<file path="src/rtl/xdma_st_gen_sequencer.sv">
// Run controller between the XDMA stream generator and the C2H stream slave.
// Gates the AXIS handshake to a programmed packet count with idle gaps between packets.
//
// state | meaning
// IDLE  | no run active, stream blocked
// RUN   | stream passes; packet boundaries evaluated on TLAST handshakes
// GAP   | stream blocked for the programmed number of idle cycles
module xdma_st_gen_sequencer #(
    parameter int C_AXIS_TDATA_WIDTH = 128
) (
    input  logic                            M_AXIS_ACLK,
    input  logic                            M_AXIS_ARESETN,
    input  logic                            ctrl_start,
    input  logic                            ctrl_abort,
    input  logic [1:0]                      cfg_mode,
    input  logic [63:0]                     cfg_step,
    input  logic [31:0]                     cfg_num_pkts,
    input  logic [15:0]                     cfg_gap,
    output logic [31:0]                     gen_config_reg0,
    output logic [31:0]                     gen_config_reg1,
    output logic [31:0]                     gen_config_reg2,
    input  logic                            S_AXIS_TVALID,
    input  logic [C_AXIS_TDATA_WIDTH-1:0]   S_AXIS_TDATA,
    input  logic [C_AXIS_TDATA_WIDTH/8-1:0] S_AXIS_TSTRB,
    input  logic                            S_AXIS_TLAST,
    output logic                            S_AXIS_TREADY,
    output logic                            M_AXIS_TVALID,
    output logic [C_AXIS_TDATA_WIDTH-1:0]   M_AXIS_TDATA,
    output logic [C_AXIS_TDATA_WIDTH/8-1:0] M_AXIS_TSTRB,
    output logic                            M_AXIS_TLAST,
    input  logic                            M_AXIS_TREADY,
    output logic                            sts_busy,
    output logic                            sts_done,
    output logic [31:0]                     sts_pkt_cnt,
    output logic [31:0]                     sts_beat_cnt,
    output logic [31:0]                     sts_stall_cnt
);

    typedef enum logic [1:0] {
        ST_IDLE = 2'd0,
        ST_RUN  = 2'd1,
        ST_GAP  = 2'd2
    } state_t;

    state_t      state_q, state_d;
    logic [1:0]  mode_q, mode_d;
    logic [63:0] step_q, step_d;
    logic [31:0] num_pkts_q, num_pkts_d;
    logic [15:0] gap_q, gap_d;
    logic [15:0] gap_cnt_q, gap_cnt_d;
    logic        abort_pend_q, abort_pend_d;
    logic        busy_q, busy_d;
    logic        done_q, done_d;
    logic [31:0] pkt_cnt_q, pkt_cnt_d;
    logic [31:0] beat_cnt_q, beat_cnt_d;
    logic [31:0] stall_cnt_q, stall_cnt_d;

    logic        pass;
    logic        hs;
    logic [31:0] pkt_inc;

    function automatic logic [31:0] sat_inc(input logic [31:0] v);
        return (v == 32'hFFFF_FFFF) ? v : v + 32'd1;
    endfunction

    // Pass only depends on registered state, so ctrl/cfg never reach the stream combinationally.
    assign pass          = (state_q == ST_RUN);
    assign M_AXIS_TVALID = S_AXIS_TVALID & pass;
    assign S_AXIS_TREADY = M_AXIS_TREADY & pass;
    assign M_AXIS_TDATA  = S_AXIS_TDATA;
    assign M_AXIS_TSTRB  = S_AXIS_TSTRB;
    assign M_AXIS_TLAST  = S_AXIS_TLAST;
    assign hs            = M_AXIS_TVALID & M_AXIS_TREADY;
    assign pkt_inc       = sat_inc(pkt_cnt_q);

    always_comb begin
        state_d      = state_q;
        mode_d       = mode_q;
        step_d       = step_q;
        num_pkts_d   = num_pkts_q;
        gap_d        = gap_q;
        gap_cnt_d    = gap_cnt_q;
        abort_pend_d = abort_pend_q;
        busy_d       = busy_q;
        done_d       = done_q;
        pkt_cnt_d    = pkt_cnt_q;
        beat_cnt_d   = beat_cnt_q;
        stall_cnt_d  = stall_cnt_q;

        case (state_q)
            ST_IDLE: begin
                if (ctrl_start) begin
                    mode_d       = cfg_mode;
                    step_d       = cfg_step;
                    num_pkts_d   = cfg_num_pkts;
                    gap_d        = cfg_gap;
                    pkt_cnt_d    = 32'd0;
                    beat_cnt_d   = 32'd0;
                    stall_cnt_d  = 32'd0;
                    abort_pend_d = 1'b0;
                    done_d       = 1'b0;
                    busy_d       = 1'b1;
                    state_d      = ST_RUN;
                end
            end
            ST_RUN: begin
                if (M_AXIS_TVALID && !M_AXIS_TREADY) begin
                    stall_cnt_d = sat_inc(stall_cnt_q);
                end
                if (hs) begin
                    beat_cnt_d = sat_inc(beat_cnt_q);
                end
                // The run may only end on a TLAST handshake, so TVALID is never withdrawn mid-beat.
                if (hs && S_AXIS_TLAST) begin
                    pkt_cnt_d = pkt_inc;
                    if (abort_pend_q || ctrl_abort ||
                        ((num_pkts_q != 32'd0) && (pkt_inc == num_pkts_q))) begin
                        state_d      = ST_IDLE;
                        done_d       = 1'b1;
                        busy_d       = 1'b0;
                        abort_pend_d = 1'b0;
                    end else if (gap_q != 16'd0) begin
                        gap_cnt_d = gap_q;
                        state_d   = ST_GAP;
                    end
                end else if (ctrl_abort) begin
                    abort_pend_d = 1'b1;
                end
            end
            ST_GAP: begin
                if (ctrl_abort) begin
                    state_d      = ST_IDLE;
                    done_d       = 1'b1;
                    busy_d       = 1'b0;
                    abort_pend_d = 1'b0;
                end else begin
                    gap_cnt_d = gap_cnt_q - 16'd1;
                    if (gap_cnt_q == 16'd1) begin
                        state_d = ST_RUN;
                    end
                end
            end
            default: begin
                state_d = ST_IDLE;
                busy_d  = 1'b0;
            end
        endcase
    end

    always_ff @(posedge M_AXIS_ACLK or negedge M_AXIS_ARESETN) begin
        if (!M_AXIS_ARESETN) begin
            state_q      <= ST_IDLE;
            mode_q       <= 2'd0;
            step_q       <= 64'd0;
            num_pkts_q   <= 32'd0;
            gap_q        <= 16'd0;
            gap_cnt_q    <= 16'd0;
            abort_pend_q <= 1'b0;
            busy_q       <= 1'b0;
            done_q       <= 1'b0;
            pkt_cnt_q    <= 32'd0;
            beat_cnt_q   <= 32'd0;
            stall_cnt_q  <= 32'd0;
        end else begin
            state_q      <= state_d;
            mode_q       <= mode_d;
            step_q       <= step_d;
            num_pkts_q   <= num_pkts_d;
            gap_q        <= gap_d;
            gap_cnt_q    <= gap_cnt_d;
            abort_pend_q <= abort_pend_d;
            busy_q       <= busy_d;
            done_q       <= done_d;
            pkt_cnt_q    <= pkt_cnt_d;
            beat_cnt_q   <= beat_cnt_d;
            stall_cnt_q  <= stall_cnt_d;
        end
    end

    assign gen_config_reg0 = {30'd0, mode_q};
    assign gen_config_reg1 = step_q[31:0];
    assign gen_config_reg2 = step_q[63:32];
    assign sts_busy        = busy_q;
    assign sts_done        = done_q;
    assign sts_pkt_cnt     = pkt_cnt_q;
    assign sts_beat_cnt    = beat_cnt_q;
    assign sts_stall_cnt   = stall_cnt_q;

endmodule

</file>
<file path="config.mk">
export PLATFORM = sky130hd
export DESIGN_NAME = xdma_st_gen_sequencer
export DESIGN_NICKNAME = d
export VERILOG_FILES = /design/src/rtl/xdma_st_gen_sequencer.sv
export SDC_FILE = /design/constraint.sdc
export NUM_CORES = 1
export LEC_CHECK = 0
export ABC_AREA = 0
export CAP_MARGIN = 20
export CORE_AREA = 2 2 237 239
export CTS_BUF_LIST = sky130_fd_sc_hd__clkbuf_8
export DETAILED_ROUTE_END_ITERATION = 6
export DIE_AREA = 0 0 239 241
export PLACE_DENSITY = 0.64
export SYNTH_ARGS = -nofsm -noshare
export SYNTH_HDL_FRONTEND = slang
export SYNTH_SLANG_ARGS = --single-unit
</file>
<file path="constraint.sdc">
create_clock -name M_AXIS_ACLK -period 6.8 [get_ports M_AXIS_ACLK]
set_input_delay 0.68 -clock M_AXIS_ACLK [delete_from_list [all_inputs] [get_ports M_AXIS_ACLK]]
set_output_delay 0.68 -clock M_AXIS_ACLK [all_outputs]
set_load 0.01 [all_outputs]
</file>
==> results.py, run 1 <==
metrics = {
    "power": {
        "leakagePower_uw": 0.006636,
        "max-vdd-ir-drop_v": 0.0002561,
        "powerDensity_nw_per_um2": 351.8,
    },
    "logic_synthesis": {
        "ys_seq_elements": 231,
        "synth_top_area_share_pct": 42.87,
        "synth_area_per_cell_um2": 9.885,
        "synthFlopType": "dfrtp_1",
        "synth-simple-area-share_pct": 17.26,
        "synth_mux_area_share_pct": 10.91,
        "synth_edf_count": 0,
        "synth_compound_area_share_pct": 9.530,
        "ys_seq_area_share_pct": 42.87,
        "synth_fa_ha_area_share_pct": 0.8352,
        "synth_top_family_by_area": "simple AND/OR/NAND/NOR gates",
        "syn_area_um2": 13480,
        "ys_warn_count": 0,
        "synth_top_area_cell": "dfrtp_1",
        "synth_cells": 1364,
        "ys_async_sr_fraction_pct": 100.0,
        "synth-xor-area-share_pct": 5.781,
        "ys_types": 74,
        "synth_area_leaders": "dfrtp_1 43%, mux2_2 9.9%, buf_4 9.9%",
    },
    "sta": {
        "setup_tns_ns": 0,
        "hold_viol_final": 0,
        "finalCritPeriodShare_pct": 64.04,
        "slew_headroom_pct": 34.45,
        "rsz0062_at_grt": "false",
        "period_needed_ns": 4.354,
        "skew_ns": 0.03809,
        "slew_viol_final": 0,
        "setup_viol": 0,
        "fmax_mhz": 229.7,
        "worst_pin_slew_ns": 0.9832,
    },
    "floorplan": {
        "design.die.area_um2": 57600,
        "die_w_um": 239,
        "pin_count": 606,
        "start_util_pct": 24.57,
        "die_y_um": 241,
        "core_area_um2": 54880,
        "fp-row-count": 86,
    },
    "setup_path": {
        "r2r_cells": 10,
        "crit_type": "flop to flop",
        "r2r-end": "gap_cnt_q[15]",
        "r2r_setup_slack_ns": 2.45,
        "rr_startpoint": "sts_pkt_cnt[4]",
        "path_max_fanout": 21,
        "cp-start-kind": "flop",
        "required_ns": 7.28,
        "worstPathArrival_ns": 4.83,
        "crit_path_end_kind": "flop",
    },
    "route": {
        "dr_total_vias": 10790,
        "drt_iter0_markers": 604,
        "ant_nets": 0,
        "wl_per_cell_um": 20.50,
        "drt-total-wl_um": 45850,
        "route.detailed.drc": 0,
        "firstDrtPassIters": 5,
        "avgViaCountPerCell": 4.825,
    },
    "placed_design": {
        "dp_hpwl_um": 33530,
        "dpl_cell_area_um2": 15840,
        "port_buffers": 287,
        "place.gp.congestion": 0.8873,
    },
    "grt": {
        "globalRoute.totalOverflow": 0,
        "antenna_found_initial": 2,
        "grt_pass1_vias": 11040,
        "grt_max_degree": 151,
        "grt_usage_pct": 15.44,
        "grt_pass1_wl_um": 67920,
    },
    "worst_hold_path": {
        "hold_class": "primary input to asynchronous set/reset pin",
    },
    "clock_network": {
        "cts_resized": 0,
        "post-cts-setup-buffers": 0,
        "cts_buffers": 44,
        "clockBufferDepth": 3,
        "cts_hold_buf": 0,
        "tritoncts": "yes",
        "worst_skew_pair.late_latency_ns": 0.61,
        "clock-root-buffer": "clkbuf_8",
        "cts_sinks": 231,
        "path_clk_slew_ns": 0.06,
        "cts_htree_levels": 2,
    },
    "cells_and_area": {
        "fin_area_um2": 16830,
        "nNetsFinal": 1772,
        "drive_gt1_share_pct": 15.28,
        "syn2layout_area_growth_pct": 24.85,
    },
    "run": {
        "cap_viol_max_count": 0,
    },
    "outcome": {
        "outcome": "finished, final reports clean",
    },
}
==> final cells by class <==
class                   instances  area (um^2)
well taps                     704        880.8
fillers                      5681        38040
flip-flops and latches        231         5781
clock inverters                23        209.0
repair buffers                298         2970
clock buffers                  56        770.7
inverters                      29        108.9
diodes                          2        5.005
multi-input cells             894         6108
==> cell usage after synthesis (6+ instances only) <==
cell and instances:
nand2_1 100, nor4_1 24, nand4_1 40, nand3_1 51
ha_1 9, nor3_1 29, clkbuf_1 40, mux2i_1 12
nor2b_1 10, a31oi_1 13, nand2b_1 11, buf_2 8
and4_1 9, a21oi_1 35, dfrtp_1 231, a22o_1 6
inv_1 29, and3_1 11, xor2_1 43, buf_1 7
buf_4 178, o21ai_0 76, xnor2_1 46, nor2_1 94
o31ai_1 18, or3_1 17, mux2_2 119
==> logic make-up (layout without fill, tap and decap cells) <==
family | count (synthesis) | after routing
AND/OR/NAND/NOR | 436 | 436
buffers and inverters | 268 | 406
flip-flops | 231 | 231
AO/OA/AOI/OAI | 198 | 198
multiplexers | 132 | 132
XOR/XNOR | 89 | 89
adder cells (fa/ha/maj) | 9 | 9
other | 1 | 32
==> how the worst max path moves through the flow <==
stage	start	end	slack (ns)	cells past startpoint
floorplan	sts_pkt_cnt[0]	gap_cnt_q[7]	3.30	14
global placement	sts_pkt_cnt[4]	gap_cnt_q[15]	2.51	10
detailed placement	sts_pkt_cnt[4]	gap_cnt_q[15]	2.46	10
CTS	sts_pkt_cnt[4]	gap_cnt_q[15]	2.48	10
global route	sts_pkt_cnt[4]	gap_cnt_q[15]	2.07	10
finish	sts_pkt_cnt[4]	gap_cnt_q[15]	2.45	10
==> through the flow <==
step / worst slack (ns) / std cells / hold slack [ns] / utilization (%) / power, uW
after floorplan: 3.300 / 1393 / 0.3844 / - / 3464
after global placement: 2.511 / 2155 / 0.4872 / 28.87 / 4391
after detailed placement: 2.460 / 2155 / 0.4959 / 28.87 / 4421
after CTS: 2.477 / 2234 / 0.01662 / 30.66 / 6016
after global routing: 2.073 / 2237 / 0.05335 / 30.67 / 6294
final: 2.446 / 2237 / 0.03921 / 30.67 / 5923
==> power breakdown <==
part / total [uW] / switching [uW] / internal, uW
clock: 1530 / 665 / 865
combinational: 2180 / 1050 / 1130
sequential: 2210 / 409 / 1800
total: 5920 / 2130 / 3800
==> worst max-delay path, stage by stage (launching register included) <==
cell	delay, ns
dfrtp_1	0.49
nand3_1	0.41
or4_1	0.83
a211oi_1	0.37
xnor2_1	0.20
nand3_1	0.11
nor4_1	0.52
nand4_2	0.25
a31oi_4	0.57
nor2_4	0.15
mux2_1	0.35
==> registers in the layout, summed over array words and instances, names as in the netlist <==
signal         cells
gap_q             16
sts_busy           1
sts_beat_cnt      32
abort_pend_q       1
state_q            2
step_q            64
mode_q             2
gap_cnt_q         16
sts_stall_cnt     32
sts_pkt_cnt       32
sts_done           1
num_pkts_q        32
==> layout by cell type, fill, tap and decap left out, types with 4 or more instances in the layout <==
master,Yosys,layout
nor4_2,5,5
o2111ai_1,4,4
buf_4,178,9
a211oi_1,4,4
xnor2_1,46,46
a22o_1,6,6
nand2_1,100,99
nor2b_1,10,10
and4_1,9,9
a21oi_1,35,35
clkinv_2,0,5
clkinvlp_4,0,4
o31ai_1,18,18
nor3_1,29,29
or3_1,17,17
inv_1,29,36
and2_1,5,5
clkdlybuf4s50_1,0,286
mux2i_1,12,12
nand4_1,40,40
nand2b_1,11,11
nor4_1,24,24
dfrtp_1,231,231
o21ai_0,76,76
o41ai_1,5,5
nand3_1,51,50
xor2_1,43,43
conb_1,1,30
nor3b_1,5,5
nor2_1,94,93
a31oi_1,13,13
nor4b_1,4,4
or2_2,4,4
and3_1,11,11
mux2_2,119,119
clkbuf_8,0,56
ha_1,9,9
==> routing by layer <==
metal | wire (um) | GRT usage [%] | vias up
met1 | 16180 | 16.10 | 5276
li1 | - | - | 4875
met3 | 4125 | 5.341 | 192
met2 | 22670 | 26.60 | 450
met5 | 0 | 0 | -
met4 | 2875 | 9.905 | 0
(Power assumes the default switching activity.)
==> run 2: changes to the inputs <==
Clock period 6.8 ns to 4.1 ns, I/O delays scaled along.
==> run 2 against run 1 <==
  * Final cell count increased by 0.80%
  * Clock-buffer cell count decreased by 2
  * Wire length is 1.6% lower
  * First-iteration DRC count shrank 12%
  * Sequential cell count is the same
  * Via count rose by 0.31%
  * Final area is 0.40% higher
  * Maximum frequency up 15%
  * Critical path type unchanged
  * Non-clock buffer count is 23 higher
  * Critical path depth grew 1
  * Largest power group unchanged
  * Largest cell class unchanged
  * Die area unchanged
  * Highest routed layer unchanged
==> results.py, run 2 (same netlist as run 1, synthesis figures left out) <==
metrics = {
    "clock_network": {
        "path_clk_slew_ns": 0.06,
        "cts_htree_levels": 2,
        "cts_sinks": 231,
        "clock-root-buffer": "clkbuf_8",
        "cts_buffers": 44,
        "clockBufferDepth": 3,
        "worst_skew_pair.late_latency_ns": 0.60,
        "tritoncts": "yes",
    },
    "power": {
        "swShare_pct": 35.89,
        "p_comb_share_pct": 38.2,
        "p_seq_share_pct": 38.1,
        "max-vdd-ir-drop_v": 0.0004262,
        "p_sw_uw": 3444,
        "leakagePower_uw": 0.006719,
        "p_int_uw": 6153,
        "pwr-share-clk_pct": 23.7,
        "powerDensity_nw_per_um2": 567.8,
    },
    "placed_design": {
        "dp_hpwl_um": 33900,
        "port_buffers": 287,
        "place.gp.congestion": 0.9347,
        "placed_cells": 2178,
    },
    "setup_path": {
        "crit_type": "flop to flop",
        "worstPathArrival_ns": 4.24,
        "cp_num_buf_inv": 1,
        "cpLargestDelayFamily": "compound AO/OA/AOI/OAI gates",
        "cp-start-kind": "flop",
        "slowest_delay_ns": 0.73,
        "r2r_cells": 11,
        "r2r_setup_slack_ns": 0.33,
        "path_depth": 11,
        "required_ns": 4.57,
        "path_cells": "nand4_4, or4_4, o21ai_4, mux2i_1, o31ai_2, a2111oi_2, nand4_2, a31oi_4, buf_4, nor3_1, a2bb2oi_1",
        "path_max_fanout": 16,
        "crit_path_end_kind": "flop",
        "cpMaxStageDelayCell": "or4_4",
    },
    "sta": {
        "hold_viol_final": 0,
        "skew_ns": 0.02313,
        "fmax_mhz": 265.2,
        "slew_headroom_pct": 33.01,
        "worst_pin_slew_ns": 1.005,
        "rsz0062_at_grt": "false",
        "holdWs_ns": 0.4200,
        "setup_viol": 0,
        "finalCritPeriodShare_pct": 91.98,
        "slew_viol_final": 0,
        "setup_tns_ns": 0,
        "period_needed_ns": 3.771,
    },
    "floorplan": {
        "pin_count": 606,
        "start_util_pct": 24.57,
        "design.die.area_um2": 57600,
        "fp-row-count": 86,
        "core_area_um2": 54880,
        "die_y_um": 241,
        "die_w_um": 239,
    },
    "cells_and_area": {
        "ff_latch_area_um2": 5781,
        "syn2layout_area_growth_pct": 25.35,
        "multi_input_area_um2": 6103,
        "final_common_cell": "clkdlybuf4s50_1",
        "final_cell_mix": "286 x clkdlybuf4s50_1, 231 x dfrtp_1, 119 x mux2_2",
        "fillers": 5655,
        "finalNonFillerCells": 2255,
        "nNetsFinal": 1795,
        "drive_gt1_share_pct": 15.82,
        "top_register": "step_q",
        "largest_reg_flops": 64,
    },
    "worst_hold_path": {
        "hold_class": "primary input to asynchronous set/reset pin",
    },
    "grt": {
        "grt_max_degree": 88,
        "globalRoute.totalOverflow": 0,
        "grt_usage_pct": 15.17,
        "grt_pass1_wl_um": 66350,
        "antenna_found_initial": 2,
        "grt_pass1_vias": 10870,
    },
    "route": {
        "drt_iter0_markers": 530,
        "route.detailed.drc": 0,
        "ant_nets": 0,
        "avgViaCountPerCell": 4.801,
        "wl_per_cell_um": 20.01,
        "dr_total_vias": 10830,
        "drt-total-wl_um": 45120,
        "firstDrtPassIters": 6,
    },
    "run": {
        "cap_viol_max_count": 0,
    },
    "outcome": {
        "outcome": "finished, final reports clean",
    },
}
## run 2: path summary, 6_finish.rpt
path | from | to
min reg2reg | step_q[51] | step_q[51]
min | M_AXIS_ARESETN | step_q[33]
max in group asynchronous | M_AXIS_ARESETN | mode_q[0]
min in group M_AXIS_ACLK | cfg_step[35] | step_q[35]
max reg2reg | sts_pkt_cnt[17] | gap_cnt_q[12]
max | sts_pkt_cnt[17] | gap_cnt_q[12]
## run 2: power by group through the flow
stage | combinational (uW) | clock, uW | sequential (uW)
global route | 3980 | 2490 | 3760
floorplan | 2100 | 0 | 3650
CTS | 3700 | 2390 | 3670
detailed placement | 3680 | 0 | 3690
global placement | 3660 | 0 | 3660
finish | 3660 | 2280 | 3660
## run 2: layout make-up
type | instances | area share, %
sequential | 231 | 34.20
clock buffer | 54 | 4.397
antenna | 2 | 0.02961
inverter | 29 | 0.6441
multi-input combinational | 894 | 36.11
clock inverter | 20 | 0.7033
tap | 704 | 5.212
timing repair buffer | 321 | 18.70
## run 2: layer usage
| layer | vias to the layer above | wire, um | GRT usage (%) |
|---|---|---|---|
| met1 | 5249 | 16220 | 15.68 |
| met4 | 0 | 2775 | 10.04 |
| met3 | 184 | 3547 | 4.552 |
| met5 | - | 0 | 0 |
| li1 | 4908 | - | - |
| met2 | 485 | 22580 | 26.69 |
## run 2: what timing repair did
item / 4_1_cts / 5_1_grt
hold buffers: 1 / 0
endpoints found under the hold margin: 85 / 0
resized for setup: 0 / 0
endpoints found under the setup margin: 0 / 0
setup buffers: 0 / 0
## run 2: per-stage QoR
step           setup WS, ns  cell area (um^2)  total power (uW)  utilization, %
2_1_floorplan        0.6001             13590              5745               -
3_3_place_gp         0.4590             16020              7319           29.20
3_5_place_dp         0.3396             16020              7374           29.20
4_1_cts              0.3130             16900              9757           30.79
5_1_grt             0.07366             16900             10220           30.80
6_report             0.3287             16900              9596           30.80
==> run 3: changes to the inputs <==
Settings changed: CAP_MARGIN 20 to not set.
==> results of run 3 <==
Final layout, timing and power as in run 2 (identical DEF).
